**src/rtl/proc_mem_pkg.sv**
```systemverilog
// Shared types for the memory request controller: FSM encoding,
// word width, timeout default and the request bundle.
package proc_mem_pkg;

   localparam int XLEN        = 32;
   localparam int TIMEOUT_DEF = 64;

   typedef logic [XLEN-1:0] word_t;

   typedef enum logic [1:0] {
      S_IDLE = 2'd0,
      S_BUSY = 2'd1,
      S_RESP = 2'd2,
      S_ERR  = 2'd3
   } state_t;

   typedef struct packed {
      logic  dm;
      logic  we;
      word_t addr;
      word_t wdata;
   } req_t;

   function automatic logic misaligned(word_t a);
      return a[1:0] != 2'b00;
   endfunction

endpackage

```
**src/rtl/mem_req_ctrl_if.sv**
```systemverilog
// Memory-side bus between the request controller and the memory.
// Strobes, address and write data flow out; read data and ready flow in.
interface mem_req_ctrl_if;
   import proc_mem_pkg::*;

   word_t addr;
   word_t data_in;
   word_t data_out;
   logic  omem_wr;
   logic  omem_re;
   logic  mem_ready;

   modport master (
      output addr, data_in, omem_wr, omem_re,
      input  data_out, mem_ready
   );

   modport slave (
      input  addr, data_in, omem_wr, omem_re,
      output data_out, mem_ready
   );

endinterface

```
**src/rtl/mem_timeout_cnt.sv**
```systemverilog
// Counts BUSY cycles without mem_ready; expired flags the cycle
// whose increment would make the count reach TIMEOUT.
module mem_timeout_cnt #(
   parameter int TIMEOUT = 64
) (
   input  logic clk,
   input  logic rst,
   input  logic clr,
   input  logic en,
   output logic expired
);

   localparam int W = $clog2(TIMEOUT + 1);

   logic [W-1:0] cnt;

   always_ff @(posedge clk) begin
      if (!rst) begin
         cnt <= '0;
      end else if (clr) begin
         cnt <= '0;
      end else if (en && cnt != W'(TIMEOUT)) begin
         cnt <= cnt + W'(1);
      end
   end

   assign expired = en && (cnt == W'(TIMEOUT - 1));

endmodule

```
**src/rtl/mem_req_ctrl.sv**
```systemverilog
// Arbitrates fetch and data requests onto a single memory port,
// one transaction at a time, with a sticky timeout error.
module mem_req_ctrl
   import proc_mem_pkg::*;
#(
   parameter int TIMEOUT = TIMEOUT_DEF
) (
   input  logic           clk,
   input  logic           rst,
   input  logic           if_req,
   input  word_t          if_addr,
   output logic           if_valid,
   output word_t          if_rdata,
   input  logic           dm_req,
   input  logic           dm_we,
   input  word_t          dm_addr,
   input  word_t          dm_wdata,
   output logic           dm_valid,
   output word_t          dm_rdata,
   output logic           dm_misalign,
   output logic           stall,
   output logic           err,
   mem_req_ctrl_if.master mem
);

   state_t state;
   state_t state_n;
   req_t   req;
   logic   acc;
   logic   mis;
   logic   cnt_en;
   logic   expired;
   logic   owner_dm;
   logic   owner_we;

   mem_timeout_cnt #(
      .TIMEOUT (TIMEOUT)
   ) u_cnt (
      .clk     (clk),
      .rst     (rst),
      .clr     (acc),
      .en      (cnt_en),
      .expired (expired)
   );

   always_comb begin
      state_n = state;
      acc     = 1'b0;
      mis     = 1'b0;
      cnt_en  = 1'b0;
      req     = '{dm: 1'b0, we: 1'b0, addr: if_addr, wdata: '0};
      unique case (state)
         S_IDLE: begin
            // dm_valid high here means the misalign pulse of the
            // request still on the port; it must not be re-accepted
            if (dm_req && !dm_valid) begin
               if (misaligned(dm_addr)) begin
                  mis = 1'b1;
               end else begin
                  acc     = 1'b1;
                  req     = '{dm: 1'b1, we: dm_we,
                              addr: dm_addr, wdata: dm_wdata};
                  state_n = S_BUSY;
               end
            end else if (if_req) begin
               acc     = 1'b1;
               state_n = S_BUSY;
            end
         end
         S_BUSY: begin
            cnt_en = !mem.mem_ready;
            if (mem.mem_ready)
               state_n = S_RESP;
            else if (expired)
               state_n = S_ERR;
         end
         S_RESP:  state_n = S_IDLE;
         S_ERR:   state_n = S_ERR;
         default: state_n = S_IDLE;
      endcase
   end

   always_ff @(posedge clk) begin
      if (!rst) begin
         state       <= S_IDLE;
         mem.addr    <= '0;
         mem.data_in <= '0;
         mem.omem_wr <= 1'b0;
         mem.omem_re <= 1'b0;
         if_valid    <= 1'b0;
         dm_valid    <= 1'b0;
         dm_misalign <= 1'b0;
         if_rdata    <= '0;
         dm_rdata    <= '0;
         err         <= 1'b0;
         owner_dm    <= 1'b0;
         owner_we    <= 1'b0;
      end else begin
         state       <= state_n;
         if_valid    <= 1'b0;
         dm_valid    <= 1'b0;
         dm_misalign <= 1'b0;
         if (mis) begin
            dm_valid    <= 1'b1;
            dm_misalign <= 1'b1;
         end
         if (acc) begin
            owner_dm    <= req.dm;
            owner_we    <= req.we;
            mem.addr    <= req.addr;
            mem.data_in <= req.wdata;
            mem.omem_wr <= req.we;
            mem.omem_re <= !req.we;
         end
         if (state == S_BUSY && mem.mem_ready) begin
            mem.omem_wr <= 1'b0;
            mem.omem_re <= 1'b0;
            if (owner_dm) begin
               dm_valid <= 1'b1;
               if (!owner_we)
                  dm_rdata <= mem.data_out;
            end else begin
               if_valid <= 1'b1;
               if_rdata <= mem.data_out;
            end
         end
         if (state_n == S_ERR) begin
            mem.omem_wr <= 1'b0;
            mem.omem_re <= 1'b0;
            err         <= 1'b1;
         end
      end
   end

   assign stall = (if_req & ~if_valid) | (dm_req & ~dm_valid);

endmodule
```
**src/flat_wrapper.sv**
```systemverilog
// flat-port wrapper written by rule: the top's interface ports become plain ports
module mem_req_ctrl_flat import proc_mem_pkg::*;
#(
   parameter int TIMEOUT = TIMEOUT_DEF
)
  (clk, rst, if_req, if_addr, if_valid, if_rdata, dm_req, dm_we, dm_addr, dm_wdata, dm_valid, dm_rdata, dm_misalign, stall, err, mem_addr, mem_data_in, mem_omem_wr, mem_omem_re, mem_data_out, mem_mem_ready);
  mem_req_ctrl_if mem_i ();
  input  logic clk;
  input  logic rst;
  input  logic if_req;
  input  word_t if_addr;
  output logic if_valid;
  output word_t if_rdata;
  input  logic dm_req;
  input  logic dm_we;
  input  word_t dm_addr;
  input  word_t dm_wdata;
  output logic dm_valid;
  output word_t dm_rdata;
  output logic dm_misalign;
  output logic stall;
  output logic err;
  output wire logic [$bits(mem_i.addr)-1:0] mem_addr;
  output wire logic [$bits(mem_i.data_in)-1:0] mem_data_in;
  output wire logic [$bits(mem_i.omem_wr)-1:0] mem_omem_wr;
  output wire logic [$bits(mem_i.omem_re)-1:0] mem_omem_re;
  input wire logic [$bits(mem_i.data_out)-1:0] mem_data_out;
  input wire logic [$bits(mem_i.mem_ready)-1:0] mem_mem_ready;
  assign mem_addr = mem_i.addr;
  assign mem_data_in = mem_i.data_in;
  assign mem_omem_wr = mem_i.omem_wr;
  assign mem_omem_re = mem_i.omem_re;
  assign mem_i.data_out = mem_data_out;
  assign mem_i.mem_ready = mem_mem_ready;
  mem_req_ctrl #(.TIMEOUT(TIMEOUT)) u_core (.clk(clk), .rst(rst), .if_req(if_req), .if_addr(if_addr), .if_valid(if_valid), .if_rdata(if_rdata), .dm_req(dm_req), .dm_we(dm_we), .dm_addr(dm_addr), .dm_wdata(dm_wdata), .dm_valid(dm_valid), .dm_rdata(dm_rdata), .dm_misalign(dm_misalign), .stall(stall), .err(err), .mem(mem_i));
endmodule
```
**config.mk**
```make
export PLATFORM = sky130hd
export DESIGN_NAME = mem_req_ctrl_flat
export DESIGN_NICKNAME = d
export VERILOG_FILES = /design/src/rtl/proc_mem_pkg.sv /design/src/rtl/mem_req_ctrl_if.sv /design/src/rtl/mem_timeout_cnt.sv /design/src/rtl/mem_req_ctrl.sv /design/src/flat_wrapper.sv
export SDC_FILE = /design/constraint.sdc
export NUM_CORES = 1
export LEC_CHECK = 0
export ABC_AREA = 1
export BUFFER_PORTS_ARGS = -buffer_cell sky130_fd_sc_hd__buf_2
export CAP_MARGIN = 15
export CELL_PAD_IN_SITES_DETAIL_PLACEMENT = 1
export CELL_PAD_IN_SITES_GLOBAL_PLACEMENT = 1
export CORE_AREA = 2 2 132 134
export DETAILED_ROUTE_END_ITERATION = 6
export DIE_AREA = 0 0 134 136
export PLACE_DENSITY_LB_ADDON = 0.1
export REMOVE_ABC_BUFFERS = 1
export SYNTH_ARGS = -nofsm -noshare
export SYNTH_HDL_FRONTEND = slang
export SYNTH_SLANG_ARGS = --single-unit
```
**constraint.sdc**
```tcl
create_clock -name clk -period 4.2 [get_ports clk]
set_clock_uncertainty 0.2 [all_clocks]
set_input_delay 0.84 -clock clk [delete_from_list [all_inputs] [get_ports clk]]
set_output_delay 0.84 -clock clk [all_outputs]
set_load 0.02 [all_outputs]
```
==> flow_summary.html <==
<table>
<tr><th>Metric</th><th>Value</th></tr>
<tr><th colspan="2">Route</th></tr>
<tr><td>Final wirelength</td><td>18100 um</td></tr>
<tr><td>Remaining DRCs</td><td>0</td></tr>
<tr><td>Detailed Routing Iterations Pass 1</td><td>4</td></tr>
<tr><td>Routed len/inst</td><td>about 14 um</td></tr>
<tr><td>Number of routed nets with antenna violations</td><td>0</td></tr>
<tr><td>Ratio of routed vias to standard cells</td><td>~4.4</td></tr>
<tr><td>Starting DRC count in detailed routing</td><td>208</td></tr>
<tr><td>DR vias</td><td>5602</td></tr>
<tr><th colspan="2">STA</th></tr>
<tr><td>Post-layout minimum cycle time</td><td>between 2 and 2.5 ns</td></tr>
<tr><td>Worst max-slew margin expressed relative to the limit</td><td>a little under half</td></tr>
<tr><td>Unrepaired setup endpoints after global routing</td><td>no</td></tr>
<tr><td>Final Hold Violating Endpoints</td><td>0</td></tr>
<tr><td>Part of the cycle the worst path needs</td><td>about three fifths</td></tr>
<tr><td>Setup tns final</td><td>0 ns</td></tr>
<tr><td>Max-slew violations</td><td>0</td></tr>
<tr><td>Worst-Margin Slew</td><td>a little over 0.8 ns</td></tr>
<tr><td>Total setup violations reported at the end of the flow</td><td>0</td></tr>
<tr><td>Maximum operating frequency</td><td>408 MHz</td></tr>
<tr><th colspan="2">Finish</th></tr>
<tr><td>Commonest cells after routing, fill and taps aside</td><td>sky130_fd_sc_hd__buf_2, sky130_fd_sc_hd__nand2_1, sky130_fd_sc_hd__dfxtp_1, sky130_fd_sc_hd__nor2_1, sky130_fd_sc_hd__o21ai_0</td></tr>
<tr><td>Register area</td><td>2900 um2</td></tr>
<tr><td>Diode count</td><td>0</td></tr>
<tr><td>Footprint of the multi-input gates</td><td>2310 um2</td></tr>
<tr><td>P&amp;R area growth vs syn</td><td>37.4%</td></tr>
<tr><td>Commonest non-fill, non-tap cell in the layout</td><td>sky130_fd_sc_hd__buf_2</td></tr>
<tr><td>Share of cells above drive strength 1</td><td>between 30% and 40%</td></tr>
<tr><td>Number of fill cells in the layout</td><td>between 2000 and 2500</td></tr>
<tr><td>Nets</td><td>~1200</td></tr>
<tr><th colspan="2">Global route</th></tr>
<tr><td>Antenna violations before repair</td><td>0</td></tr>
<tr><td>Wire length of the first global-routing pass</td><td>~29000 um</td></tr>
<tr><td>Maximum number of pins on one net before global-route repair</td><td>87</td></tr>
<tr><td>Total grt overflow</td><td>0</td></tr>
<tr><td>Total Routing Usage GR</td><td>19.9%</td></tr>
<tr><td>Vias in the first global route</td><td>5599</td></tr>
<tr><th colspan="2">Power and ir drop</th></tr>
<tr><td>Share of total power consumed by net switching</td><td>between 20% and 30%</td></tr>
<tr><td>Seq pwr share</td><td>41.9%</td></tr>
<tr><td>Peak ir drop on the vdd network</td><td>0.266 mV</td></tr>
<tr><td>Combinational share of power</td><td>a little under an eighth</td></tr>
<tr><td>Share of total power in the clock network</td><td>between 40 and 50%</td></tr>
<tr><td>Sw power</td><td>846 uW</td></tr>
<tr><td>Internal power consumption</td><td>2660 uW</td></tr>
<tr><td>Pwr Total</td><td>3510 uW</td></tr>
<tr><td>Total power divided by cell area</td><td>roughly 460 nW/um2</td></tr>
<tr><td>Leak Pwr</td><td>0.00413 uW</td></tr>
<tr><th colspan="2">Synth</th></tr>
<tr><td>Synthesis-stage register bit count</td><td>roughly 150</td></tr>
<tr><td>Yosys cell types</td><td>26</td></tr>
<tr><td>Proportion of synthesized chip area in sequential cells</td><td>52.0%</td></tr>
<tr><td>Average cell area after synthesis</td><td>about 7.2 um2</td></tr>
<tr><td>Number of standard cells after synthesis</td><td>just under 800</td></tr>
<tr><td>Yosys warns</td><td>0</td></tr>
<tr><td>Area of the mapped netlist</td><td>5580 um2</td></tr>
<tr><th colspan="2">Worst setup path</th></tr>
<tr><td>Data arrival time at the worst-slack endpoint</td><td>between 2 and 3 ns</td></tr>
<tr><td>Setup slack of the worst register-to-register path</td><td>1.86 ns</td></tr>
<tr><td>WP data required</td><td>~4.3 ns</td></tr>
<tr><td>Launch point of the critical path</td><td>dm_req</td></tr>
<tr><td>Delay of the slowest critical-path stage</td><td>between 0.5 and 0.6 ns</td></tr>
<tr><td>Kind of start point of the critical path</td><td>primary input</td></tr>
<tr><td>Worst Reg2Reg Path Length in Cells</td><td>9</td></tr>
<tr><td>Bufs and invs on worst path</td><td>2</td></tr>
<tr><td>Category of the critical setup timing path</td><td>primary input to flip-flop</td></tr>
<tr><td>Delay-heaviest family, CP</td><td>simple AND/OR/NAND/NOR gates</td></tr>
<tr><td>Capturing element type of the critical path</td><td>flip-flop</td></tr>
<tr><td>FF-to-FF End</td><td>u_core.mem.data_in[18]</td></tr>
<tr><td>Critical-path maximum fanout</td><td>just under 60</td></tr>
<tr><td>Cell with the largest stage delay on the worst path</td><td>sky130_fd_sc_hd__buf_4</td></tr>
<tr><td>Startpoint of the most critical register-to-register path</td><td>u_core.dm_valid</td></tr>
<tr><td>Worst path cell trace</td><td>buf_2 &gt; nand2_2 &gt; nor2_4 &gt; nand2_4 &gt; nand2_2 &gt; nor2_4 &gt; buf_4 &gt; nand2_1 &gt; o21ai_0</td></tr>
<tr><th colspan="2">Clock network</th></tr>
<tr><td>Clock-pin transition on the worst setup and hold timing paths</td><td>~0.06 ns</td></tr>
<tr><td># clock sinks</td><td>about 150</td></tr>
<tr><td>Number of buffers added by the clock tree synthesis step</td><td>17</td></tr>
<tr><td>Cell chosen for the clock root</td><td>sky130_fd_sc_hd__clkbuf_16</td></tr>
<tr><td>Skew-Pair Late Insertion Delay</td><td>~0.4 ns</td></tr>
<tr><td>Worst-case clock buffer depth</td><td>2</td></tr>
<tr><td>TritonCTS clock tree</td><td>yes</td></tr>
<tr><td>Gates resized, CTS repair</td><td>0</td></tr>
<tr><td>Cts-stage hold buffer count</td><td>0</td></tr>
<tr><td>Setup repair bufs after CTS</td><td>0</td></tr>
<tr><td>Number of H-tree levels</td><td>4</td></tr>
<tr><th colspan="2">Floorplanning</th></tr>
<tr><td>Top Ports</td><td>269</td></tr>
<tr><td>Height of the die</td><td>around 140 um</td></tr>
<tr><td>Die area</td><td>approximately 18000 um2</td></tr>
<tr><td>Num rows</td><td>48</td></tr>
<tr><td>Starting density of the core</td><td>33.1%</td></tr>
<tr><td>Horizontal extent of the die</td><td>134 um</td></tr>
<tr><td>Core region area</td><td>16900 um2</td></tr>
<tr><th colspan="2">Outcome</th></tr>
<tr><td>Run status</td><td>finished, final reports clean</td></tr>
<tr><th colspan="2">Place</th></tr>
<tr><td>I/O Buffers</td><td>about 270</td></tr>
<tr><td>Dpl hpwl</td><td>12900 um</td></tr>
<tr><td>Final GP Congestion</td><td>between 0.7 and 0.8</td></tr>
<tr><th colspan="2">Flow run</th></tr>
<tr><td>Max Cap Violations</td><td>0</td></tr>
<tr><th colspan="2">Worst hold path</th></tr>
<tr><td>Endpoint with the worst hold slack</td><td>u_core.mem.data_in[12]</td></tr>
<tr><td>Hold path startpoint</td><td>u_core.mem.data_in[12]</td></tr>
<tr><td>Hold Crit Depth</td><td>2</td></tr>
<tr><td>Hold crit path type</td><td>flip-flop to flip-flop</td></tr>
</table>
-- power by group through the flow --
stage | logic [uW] | registers (uW) | clock network [uW]
floorplan | 140 | 1570 | 0
global placement | 411 | 1500 | 0
detailed placement | 412 | 1500 | 0
CTS | 415 | 1470 | 1680
global route | 456 | 1480 | 1740
finish | 407 | 1470 | 1630
-- metal layers --
layer  vias up  track usage (%)  routed length [um]
li1       2897                -                   -
met1      2524             24.4                8080
met2       169             33.5                8470
met3        12             6.90                1410
met4         0             5.14                 168
met5         -                0                   0
-- cell usage after synthesis, drive strengths merged --
master | count | area share, %
nor2 | 145 | 10
and2 | 1 | 0.11
inv | 42 | 2.8
nand3 | 25 | 2.3
a21oi | 12 | 1.1
dfxtp | 145 | 52
nand2 | 269 | 19
nor3 | 1 | 0.090
nand4 | 1 | 0.11
o31ai | 2 | 0.27
buf | 26 | 2.8
xor2 | 3 | 0.47
o21ai | 86 | 7.7
clkbuf | 12 | 0.83
clkinv | 1 | 0.067
ha | 2 | 0.45
-- worst max-delay path by stage --
stage | cells after the start | endpoint
2_1_floorplan | 7 | u_core.u_cnt.cnt[0]
3_3_place_gp | 8 | u_core.mem.omem_re
3_5_place_dp | 9 | u_core.mem.data_in[27]
4_1_cts | 9 | u_core.mem.data_in[18]
5_1_grt | 9 | u_core.mem.data_in[18]
6_report | 9 | u_core.mem.data_in[18]
-- state kept, by name, indices dropped and copies added, names as in the netlist, 2 cells and up --
signal / cells
u_core.mem.addr: 32
u_core.dm_rdata: 32
u_core.if_rdata: 32
u_core.state: 2
u_core.u_cnt.cnt: 7
u_core.mem.data_in: 32
-- logic make-up (layout without fill, tap and decap cells) --
group / after synthesis / after routing / synth area share (%)
DFF: 145 / 145 / 52.0
buffers and inverters: 81 / 345 / 6.55
and+or+nand+nor: 442 / 442 / 31.4
AOI/OAI and AO/OA: 100 / 100 / 9.06
adders and majority gates: 2 / 2 / 0.448
xor gates and xnor gates: 3 / 3 / 0.471
-- tightest hold or removal path, stage by stage (launching register included) --
cell and delay [ns]:
sky130_fd_sc_hd__dfxtp_1 0.32, sky130_fd_sc_hd__nand2_1 0.05, sky130_fd_sc_hd__nand2_1 0.04
-- stage by stage --
| stage | setup WS (ns) | instances | hold WS (ns) | utilization (%) | cell area [um2] |
|---|---|---|---|---|---|
| after floorplan | 1.50 | 735 | 0.261 | - | 5380 |
| after global placement | 1.39 | 1232 | 0.224 | 41.6 | 7030 |
| after detailed placement | 1.35 | 1232 | 0.230 | 41.6 | 7030 |
| after CTS | 1.72 | 1262 | 0.244 | 45.4 | 7670 |
| after global routing | 1.54 | 1262 | 0.261 | 45.4 | 7670 |
| final | 1.75 | 1262 | 0.239 | 45.4 | 7670 |
-- final cells by class --
| type | count | area share, % |
|---|---|---|
| Sequential cell | 145 | 37.9 |
| Multi-Input combinational cell | 547 | 30.1 |
| Timing Repair Buffer | 272 | 17.9 |
| Clock buffer | 26 | 6.77 |
| Tap cell | 225 | 3.67 |
| Inverter | 43 | 2.11 |
| Clock inverter | 4 | 1.57 |
Note: power is estimated with default switching activity, not from simulation.
